==> config.mk <==
export PLATFORM = sky130hd
export DESIGN_NAME = lsu_mem_ctrl
export DESIGN_NICKNAME = d
export VERILOG_FILES = /design/src/rtl/lsu_mem_ctrl_pkg.sv /design/src/rtl/lsu_mem_ctrl_align.sv /design/src/rtl/lsu_mem_ctrl.sv
export SDC_FILE = /design/constraint.sdc
export NUM_CORES = 1
export LEC_CHECK = 0
export CORE_ASPECT_RATIO = 1.4
export CORE_MARGIN = 1.5
export CORE_UTILIZATION = 47
export CTS_BUF_LIST = sky130_fd_sc_hd__clkbuf_8
export CTS_CLUSTER_SIZE = 10
export DETAILED_ROUTE_END_ITERATION = 7
export PLACE_DENSITY = 0.84
export SLEW_MARGIN = 20
export SYNTH_ARGS = -nofsm -noshare
export SYNTH_HDL_FRONTEND = slang
export SYNTH_HIERARCHICAL = 1
export SYNTH_SLANG_ARGS = --single-unit
export TNS_END_PERCENT = 100
==> constraint.sdc <==
create_clock -name clk -period 2.08 [get_ports clk]
set_input_delay 0.208 -clock clk [delete_from_list [all_inputs] [get_ports clk]]
set_output_delay 0.208 -clock clk [all_outputs]
set_load 0.005 [all_outputs]
==> src/rtl/lsu_mem_ctrl_pkg.sv <==
// lsu_mem_ctrl shared definitions
// mem_op encodings, FSM states, access checks
package lsu_mem_ctrl_pkg;

  localparam logic [2:0] MEM_LB  = 3'b000;
  localparam logic [2:0] MEM_LH  = 3'b001;
  localparam logic [2:0] MEM_LW  = 3'b010;
  localparam logic [2:0] MEM_LBU = 3'b100;
  localparam logic [2:0] MEM_LHU = 3'b101;

  typedef enum logic [1:0] {
    S_IDLE,
    S_REQ,
    S_WAIT,
    S_DONE
  } lsu_state_e;

  // Illegal format, misalignment or conflicting enables
  function automatic logic lsu_access_err(
    input logic       rd,
    input logic       wr,
    input logic [2:0] op,
    input logic [1:0] off
  );
    logic bad_op;
    logic mis;
    bad_op = rd ? (op == 3'b011 || op[2:1] == 2'b11)
                : (op[1:0] == 2'b11);
    mis = (op[1:0] == 2'b01 && off[0]) ||
          (op[1:0] == 2'b10 && off != 2'b00);
    return (rd & wr) | ((rd | wr) & (bad_op | mis));
  endfunction

endpackage

==> src/rtl/lsu_mem_ctrl_align.sv <==
// lsu_align: store lane/mask build and
// load lane extract with sign/zero extend
import lsu_mem_ctrl_pkg::*;

module lsu_align (
  input  logic [2:0]  i_st_op,
  input  logic [1:0]  i_st_off,
  input  logic [31:0] i_st_data,
  output logic [31:0] o_st_data,
  output logic [3:0]  o_st_mask,
  input  logic [2:0]  i_ld_op,
  input  logic [1:0]  i_ld_off,
  input  logic [31:0] i_ld_word,
  output logic [31:0] o_ld_data
);

  logic [31:0] w_byte;
  logic [31:0] w_half;
  logic        w_sext;

  assign w_byte = i_ld_word >> {i_ld_off, 3'b000};
  assign w_half = i_ld_word >> {i_ld_off[1], 4'b0000};
  assign w_sext = ~i_ld_op[2];

  // Replicate store data across lanes and pick byte enables
  always_comb begin
    o_st_data = i_st_data;
    o_st_mask = 4'b1111;
    unique case (i_st_op[1:0])
      2'b00: begin
        o_st_data = {4{i_st_data[7:0]}};
        o_st_mask = 4'b0001 << i_st_off;
      end
      2'b01: begin
        o_st_data = {2{i_st_data[15:0]}};
        o_st_mask = 4'b0011 << {i_st_off[1], 1'b0};
      end
      default: begin
        o_st_data = i_st_data;
        o_st_mask = 4'b1111;
      end
    endcase
  end

  // Extract the addressed lane and extend to 32 bits
  always_comb begin
    o_ld_data = i_ld_word;
    unique case (i_ld_op[1:0])
      2'b00:
        o_ld_data = {{24{w_sext & w_byte[7]}}, w_byte[7:0]};
      2'b01:
        o_ld_data = {{16{w_sext & w_half[15]}}, w_half[15:0]};
      default:
        o_ld_data = i_ld_word;
    endcase
  end

endmodule

==> src/rtl/lsu_mem_ctrl.sv <==
// lsu_mem_ctrl: load/store unit between EXU and WBU
// one access in flight, valid/ready on every side
import lsu_mem_ctrl_pkg::*;

module lsu_mem_ctrl #(
  parameter int ADDR_W = 32,
  parameter int DATA_W = 32
) (
  input  logic              clk,
  input  logic              rst_n,
  input  logic              i_in_valid,
  output logic              o_in_ready,
  input  logic              i_mem_rd_en,
  input  logic              i_mem_wr_en,
  input  logic [2:0]        i_mem_op,
  input  logic [ADDR_W-1:0] i_addr,
  input  logic [DATA_W-1:0] i_wdata,
  output logic              o_bus_req_valid,
  input  logic              i_bus_req_ready,
  output logic              o_bus_wen,
  output logic [ADDR_W-1:0] o_bus_addr,
  output logic [DATA_W-1:0] o_bus_wdata,
  output logic [3:0]        o_bus_wmask,
  input  logic              i_bus_resp_valid,
  input  logic [DATA_W-1:0] i_bus_rdata,
  output logic              o_out_valid,
  input  logic              i_out_ready,
  output logic [DATA_W-1:0] o_out_rdata,
  output logic              o_out_err
);

  lsu_state_e        r_state;
  lsu_state_e        w_next;
  logic [2:0]        r_op;
  logic [ADDR_W-1:0] r_addr;
  logic              r_wen;
  logic [DATA_W-1:0] r_wdata;
  logic [3:0]        r_wmask;
  logic [DATA_W-1:0] r_rdata;
  logic              r_err;

  logic              w_err;
  logic              w_go_req;
  logic              w_accept;
  logic [31:0]       w_st_data;
  logic [3:0]        w_st_mask;
  logic [31:0]       w_ld_data;

  assign w_err    = lsu_access_err(i_mem_rd_en, i_mem_wr_en,
                                   i_mem_op, i_addr[1:0]);
  assign w_go_req = (i_mem_rd_en | i_mem_wr_en) & ~w_err;
  assign w_accept = (r_state == S_IDLE) & i_in_valid;

  lsu_align u_align (
    .i_st_op   (i_mem_op),
    .i_st_off  (i_addr[1:0]),
    .i_st_data (i_wdata),
    .o_st_data (w_st_data),
    .o_st_mask (w_st_mask),
    .i_ld_op   (r_op),
    .i_ld_off  (r_addr[1:0]),
    .i_ld_word (i_bus_rdata),
    .o_ld_data (w_ld_data)
  );

  // State register
  always_ff @(posedge clk or negedge rst_n) begin
    if (!rst_n) r_state <= S_IDLE;
    else        r_state <= w_next;
  end

  // Next state and handshake outputs
  always_comb begin
    w_next          = r_state;
    o_in_ready      = 1'b0;
    o_bus_req_valid = 1'b0;
    o_out_valid     = 1'b0;
    unique case (r_state)
      S_IDLE: begin
        o_in_ready = 1'b1;
        if (i_in_valid)
          w_next = w_go_req ? S_REQ : S_DONE;
      end
      S_REQ: begin
        o_bus_req_valid = 1'b1;
        if (i_bus_req_ready) w_next = S_WAIT;
      end
      S_WAIT: begin
        if (i_bus_resp_valid) w_next = S_DONE;
      end
      S_DONE: begin
        o_out_valid = 1'b1;
        if (i_out_ready) w_next = S_IDLE;
      end
      default: w_next = S_IDLE;
    endcase
  end

  // Capture the access on accept, the result on response
  always_ff @(posedge clk or negedge rst_n) begin
    if (!rst_n) begin
      r_op    <= 3'b000;
      r_addr  <= '0;
      r_wen   <= 1'b0;
      r_wdata <= '0;
      r_wmask <= 4'b0000;
      r_rdata <= '0;
      r_err   <= 1'b0;
    end else if (w_accept) begin
      r_err   <= w_err;
      r_rdata <= '0;
      r_op    <= i_mem_op;
      if (w_go_req) begin
        r_addr  <= i_addr;
        r_wen   <= i_mem_wr_en;
        r_wdata <= w_st_data;
        r_wmask <= i_mem_wr_en ? w_st_mask : 4'b0000;
      end
    end else if (r_state == S_WAIT && i_bus_resp_valid) begin
      r_rdata <= r_wen ? '0 : w_ld_data;
    end
  end

  assign o_bus_wen   = r_wen;
  assign o_bus_addr  = {r_addr[ADDR_W-1:2], 2'b00};
  assign o_bus_wdata = r_wdata;
  assign o_bus_wmask = r_wmask;
  assign o_out_rdata = r_rdata;
  assign o_out_err   = r_err;

endmodule

Yosys cells after proc, flatten, opt, wreduce, memory -nomap -nowiden
Cells that the tools add are included.

Register bits after elaboration: 107. Bits in latches: 0. Bits in writable memories: 0. Memory bits (read-only): 0. Bits of input ports: 107. Output and inout port bits: 105. Logic and storage cells: 65. Memories: 0.

$add $sub $neg: 0. Multipliers: 0. Div/mod/pow operators: 0. Order comparisons: 0. Equality and inequality tests: 13. Shifts and indexed selects: 4. Multiplexer cells: 17. Bitwise gates (word level): 11. Reduce and logical (&&, ||, !) cells: 12.

Operators by type and width (count): $pmux W32 S2 (2); $mux W32 (3); $shr A32 B5 Y16 (1); $shr A32 B5 Y8 (1); $eq A2 B2 Y1 const B (5); $mux W2 (5); $ne A2 B2 Y1 const B (4); $pmux W2 S4 (1); $pmux W4 S2 (1); $and A1 B1 Y1 (6); $eq A2 B1 Y1 const B (3); $logic_not A2 Y1 (3); $mux W1 (4); $mux W4 (1); $reduce_and A4 Y1 (1); $reduce_bool A2 Y1 (2); $shl A1 B2 Y4 const A (1); $shl A2 B2 Y4 const A (1); $eq A3 B2 Y1 const B (1); $logic_and A1 B1 Y1 (3); $or A1 B1 Y1 (3); $logic_or A1 B1 Y1 (2); $not A1 Y1 (2); $reduce_and A2 Y1 (1).

Logic depth before layout (Yosys ltp)
Depth in word-level cells: 11. Mapped depth: 8. Depth with buffers taken out: 6.

Hierarchy
The synthesis kept the hierarchy.

Modules (own cells, without submodules): lsu_mem_ctrl (instances 1, cells an instance 298, area an instance 4675.7 µm², seq. area each 2677.6 µm²); lsu_align (instances 1, cells an instance 164, area an instance 1192.4 µm², seq. area each 0.0 µm²).

Least setup slack after synthesis
OpenSTA, ideal clock, no wires.

Kind: register -> register. Start: register r_state[0]. End: register r_wdata[0], in the netlist o_bus_wdata[0]. Library setup time: 0.125 ns. Data arrival time: 1.805 ns. Required time: 1.955 ns. Path slack: 0.150 ns. Stages on the path, launching flop included: 9. Buffers on the path: 2. Period minus slack after synthesis: 1.930 ns. Cells stage by stage: dfrtp_1 -> inv_1 -> ha_1 -> nand2_1 -> a21oi_4 -> and2_4 -> buf_12 -> buf_12 -> mux2_4.

Word-level cells in the longest chain between the ends: 3.

Ends and longest elaborated chain: start, declared (RTL line lsu_mem_ctrl.sv:32) `lsu_state_e r_state;`; start signal, assigned (RTL line lsu_mem_ctrl.sv:69) `else r_state <= w_next;`; $logic_not A2 Y1 (RTL line lsu_mem_ctrl.sv:52) `assign w_accept = (r_state == S_IDLE) & i_in_valid;`; $and A1 B1 Y1 (RTL line lsu_mem_ctrl.sv:52); $reduce_and A2 Y1 (no source line); end signal, assigned (RTL line lsu_mem_ctrl.sv:116) `r_wdata <= w_st_data;`; end, declared (RTL line lsu_mem_ctrl.sv:37) `logic [DATA_W-1:0] r_wdata;`.

Every way passes these cells. A chain may end at the register's enable or synchronous reset.

Final worst setup path
Start: register r_state[0]. End: register r_addr[13].

Word-level cells in the longest chain between the ends: 3.

Ends and longest elaborated chain: $logic_not A2 Y1 (RTL line lsu_mem_ctrl.sv:52); $and A1 B1 Y1 (RTL line lsu_mem_ctrl.sv:52); $reduce_and A2 Y1 (no source line); end signal, assigned (RTL line lsu_mem_ctrl.sv:114) `r_addr <= i_addr;`; end, declared (RTL line lsu_mem_ctrl.sv:35) `logic [ADDR_W-1:0] r_addr;`.

Every way passes these cells.

==> metrics.csv <==
stage,metric,value,unit
critical_path,cp_data_required_time,2.34,ns
floorplanning,ioPinCount,212,
final_layout,syn_to_final_growth,39.7,%
yosys,synth-compound-area-share,13.9,%
timing,period_needed,1.99,ns
grt,grt_max_degree,38,
floorplanning,initial_utilization,47.9,%
grt,antenna_found_initial,0,
detailed_routing,firstDrtPassIters,4,
power,vdd_ir_drop_max,0.667,mV
detailed_routing,wirelength,15100,um
yosys,yosys.area_share.adder,1.07,%
yosys,ys_ff_latch,107,
timing,timing.fmax,0.504,GHz
placed_design,post-place-ws,-0.127,ns
status,status,"finished, final reports clean",
clock_tree,clk_pin_slew,0.11,ns
power,p_leak,3.61,nW
detailed_routing,first_iter_violations,141,
final_layout,final_cell_area,0.00820,mm2
clock_tree,htree_levels,3,
floorplanning,die_area,0.0132,mm2
grt,grt_pass1_wl,24000,um
detailed_routing,wl_per_cell,18.7,um
critical_path,worst-path-max-fanout,25,
detailed_routing,ant_nets,0,
final_layout,fin_cells,807,
placed_design,dp_hpwl,11400,um
yosys,yosysSeqAreaShare,45.6,%
timing,rsz0062_at_grt,false,
clock_tree,cts-root-buf,clkbuf_8,
final_layout,num_antenna_cells,0,
grt,grt-ovfl-total,0,
placed_design,place.gp.congestion,0.917,
final_layout,n_fill_cell,925,
yosys,synth_top_family_by_area,multiplexers,
yosys,yosys_warnings,6,
clock_tree,clockBufferDepth,2,
timing,drv_slew,0,
placed_design,place_area,0.00796,mm2
detailed_routing,vias_per_cell,5.34,
timing,setup_viol,0,
floorplanning,die_h,135,um
clock_tree,cts_num_sinks,107,
grt,grt_pass1_vias,4620,
final_layout,drive_above_1_share,19.8,%
yosys,synth_simple_gate_area_share,4.93,%
floorplanning,fp-row-count,48,
yosys,syn_area_per_cell,12.7,um2
timing,hold_viol_final,0,
critical_path,arrival,2.25,ns
timing,skew,0.0117,ns
detailed_routing,drcViolationCount,0,
run,cap_violations,0,
critical_path,crit_type,flop to flop,
yosys,synthCells,462,
clock_tree,cts_buffers,9,
placed_design,numPortBuffers,209,
yosys,syn-cell-area,0.00587,mm2
timing,worst_pin_slew,0.608,ns
yosys,synth_top_area_share,45.6,%
placed_design,dpl.cell_count,790,
yosys,synth_cell_types,41,
critical_path,cp-start-kind,flop,
floorplanning,placeableCoreArea,0.0123,mm2
power,power_density,1310,mW/mm2
yosys,yosys.area.top_type,dfrtp_1,
critical_path,end_kind,flop,
timing,worst_slack,0.0947,ns
detailed_routing,route.vias.total,4306,
worst_hold_path,hold_class,input port to asynchronous set/reset pin,
clock_tree,worstSkewPairLatency,0.38,ns
clock_tree,cts_tree,yes,
timing,min_period_over_period,95.4,%
critical_path,reg2regPathDepth,7,
yosys,synth_area_leaders,"dfrtp_1, mux2_4, a22o_1",
grt,grt_usage,22.9,%
yosys,synth-xor-area-share,0,%
timing,slew-limit-headroom,59.4,%
floorplanning,die_width,97.4,um
yosys,synth_mux_area_share,24.8,%
final_layout,fin_nets,764,
-- synthesized netlist by cell type (all sizes together) --
cell type / n
a211o: 1
a21bo: 1
a21boi: 1
a21o: 3
a21oi: 3
a221o: 8
a221oi: 2
a22o: 40
a31oi: 1
a32o: 4
and2: 2
buf: 52
clkbuf: 16
conb: 1
dfrtp: 107
ha: 5
inv: 10
mux2: 84
mux2i: 26
mux4: 1
nand2: 27
nand2b: 1
nor2: 9
nor2b: 12
nor3: 3
nor3b: 1
nor4b: 1
o211a: 1
o21a: 1
o21ai: 23
o21bai: 3
o22a: 8
o22ai: 2
o2bb2ai: 1
or3: 1
-- flip-flops by register name, indices dropped and copies added, names as in the netlist --
signal / count
r_op: 3
r_state: 2
r_addr: 32
o_bus_wdata: 32
o_bus_wen: 1
o_out_err: 1
o_out_rdata: 32
o_bus_wmask: 4
-- layout by cell type, fill, tap and decap left out, drive strengths merged, types with 2 or more instances in the layout --
cell / synthesis / final
a21o: 3 / 3
bufinv: 0 / 2
clkdlybuf4s50: 0 / 208
clkbuf: 16 / 9
a221o: 8 / 8
buf: 52 / 37
clkinv: 0 / 3
ha: 5 / 5
inv: 10 / 12
conb: 1 / 2
mux2: 84 / 84
o22ai: 2 / 2
a21oi: 3 / 3
mux2i: 26 / 26
nor2b: 12 / 12
nor3: 3 / 3
o21bai: 3 / 3
nand2: 27 / 27
o22a: 8 / 8
a22o: 40 / 40
o21ai: 23 / 23
a32o: 4 / 4
and2: 2 / 2
dfrtp: 107 / 107
nor2: 9 / 9
a221oi: 2 / 2
-- critical path: stages (launching register included) --
cell	delay (ns)
dfrtp_1	0.43
inv_1	0.13
ha_2	0.22
nand2_1	0.13
a21oi_4	0.14
and2_4	0.24
buf_12	0.24
mux2_4	0.32
-- kinds of logic (layout without fill, tap and decap cells) --
| kind of cell | count (synthesis) | after routing |
|---|---|---|
| adders and majority gates | 5 | 5 |
| muxes | 111 | 111 |
| DFF | 107 | 107 |
| AOI/OAI and AO/OA | 103 | 103 |
| other | 1 | 2 |
| buffers and inverters | 78 | 272 |
| and+or+nand+nor | 57 | 57 |
-- repair_timing --
item / 4_1_cts / 5_1_grt
hold buffers: 1 / 0
setup buffers: 0 / 0
resized for setup: 0 / 1
hold endpoints to repair: 25 / 0
endpoints found under the setup margin: 0 / 17
-- cell type report --
class                      count  area, um2  share of cell area, %
clock buffer                   9        124                   1.51
clock inverter                 7       98.8                   1.21
inverter                      10       37.5                  0.458
multi-input combinational    278       2640                   32.2
sequential                   107       2680                   32.7
tap                          150        188                   2.29
timing repair buffer         246       2430                   29.7
-- worst paths after layout --
kind	start	to	slack, ns
worst max-delay path	r_state[0]	r_addr[13]	0.09
worst min-delay path	rst_n	o_out_rdata[22]	0.27
worst max register to register	r_state[0]	r_addr[13]	0.09
worst min register to register	o_out_rdata[13]	o_out_rdata[13]	0.51
max in group asynchronous	rst_n	o_bus_wdata[14]	1.11
min in group clk	i_addr[4]	r_addr[4]	0.43
-- per-layer routing --
| metal | vias up | GRT usage (%) | share of wire [%] |
|---|---|---|---|
| met5 | - | 0 | 0 |
| li1 | 2007 | - | - |
| met3 | 26 | 5.47 | 6.3 |
| met2 | 155 | 41.4 | 53 |
| met1 | 2118 | 26.4 | 38 |
| met4 | 0 | 8.33 | 2.7 |
-- stage by stage --
step | setup TNS (ns) | total power (W) | util, % | hold WS [ns]
detailed placement | -5.27 | 0.00933 | 65.0 | 0.154
floorplan | 0 | 0.00682 | - | -0.0876
global route | 0 | 0.0113 | 66.9 | 0.284
CTS | 0 | 0.0108 | 66.9 | 0.272
finish | 0 | 0.0107 | 66.9 | 0.273
global placement | -3.88 | 0.00916 | 65.0 | 0.143
-- report_power, final --
group / switching, W / internal (W)
registers: 0.000659 / 0.00307
clock network: 0.000745 / 0.000689
logic: 0.00196 / 0.00361
(Power assumes the default switching activity.)
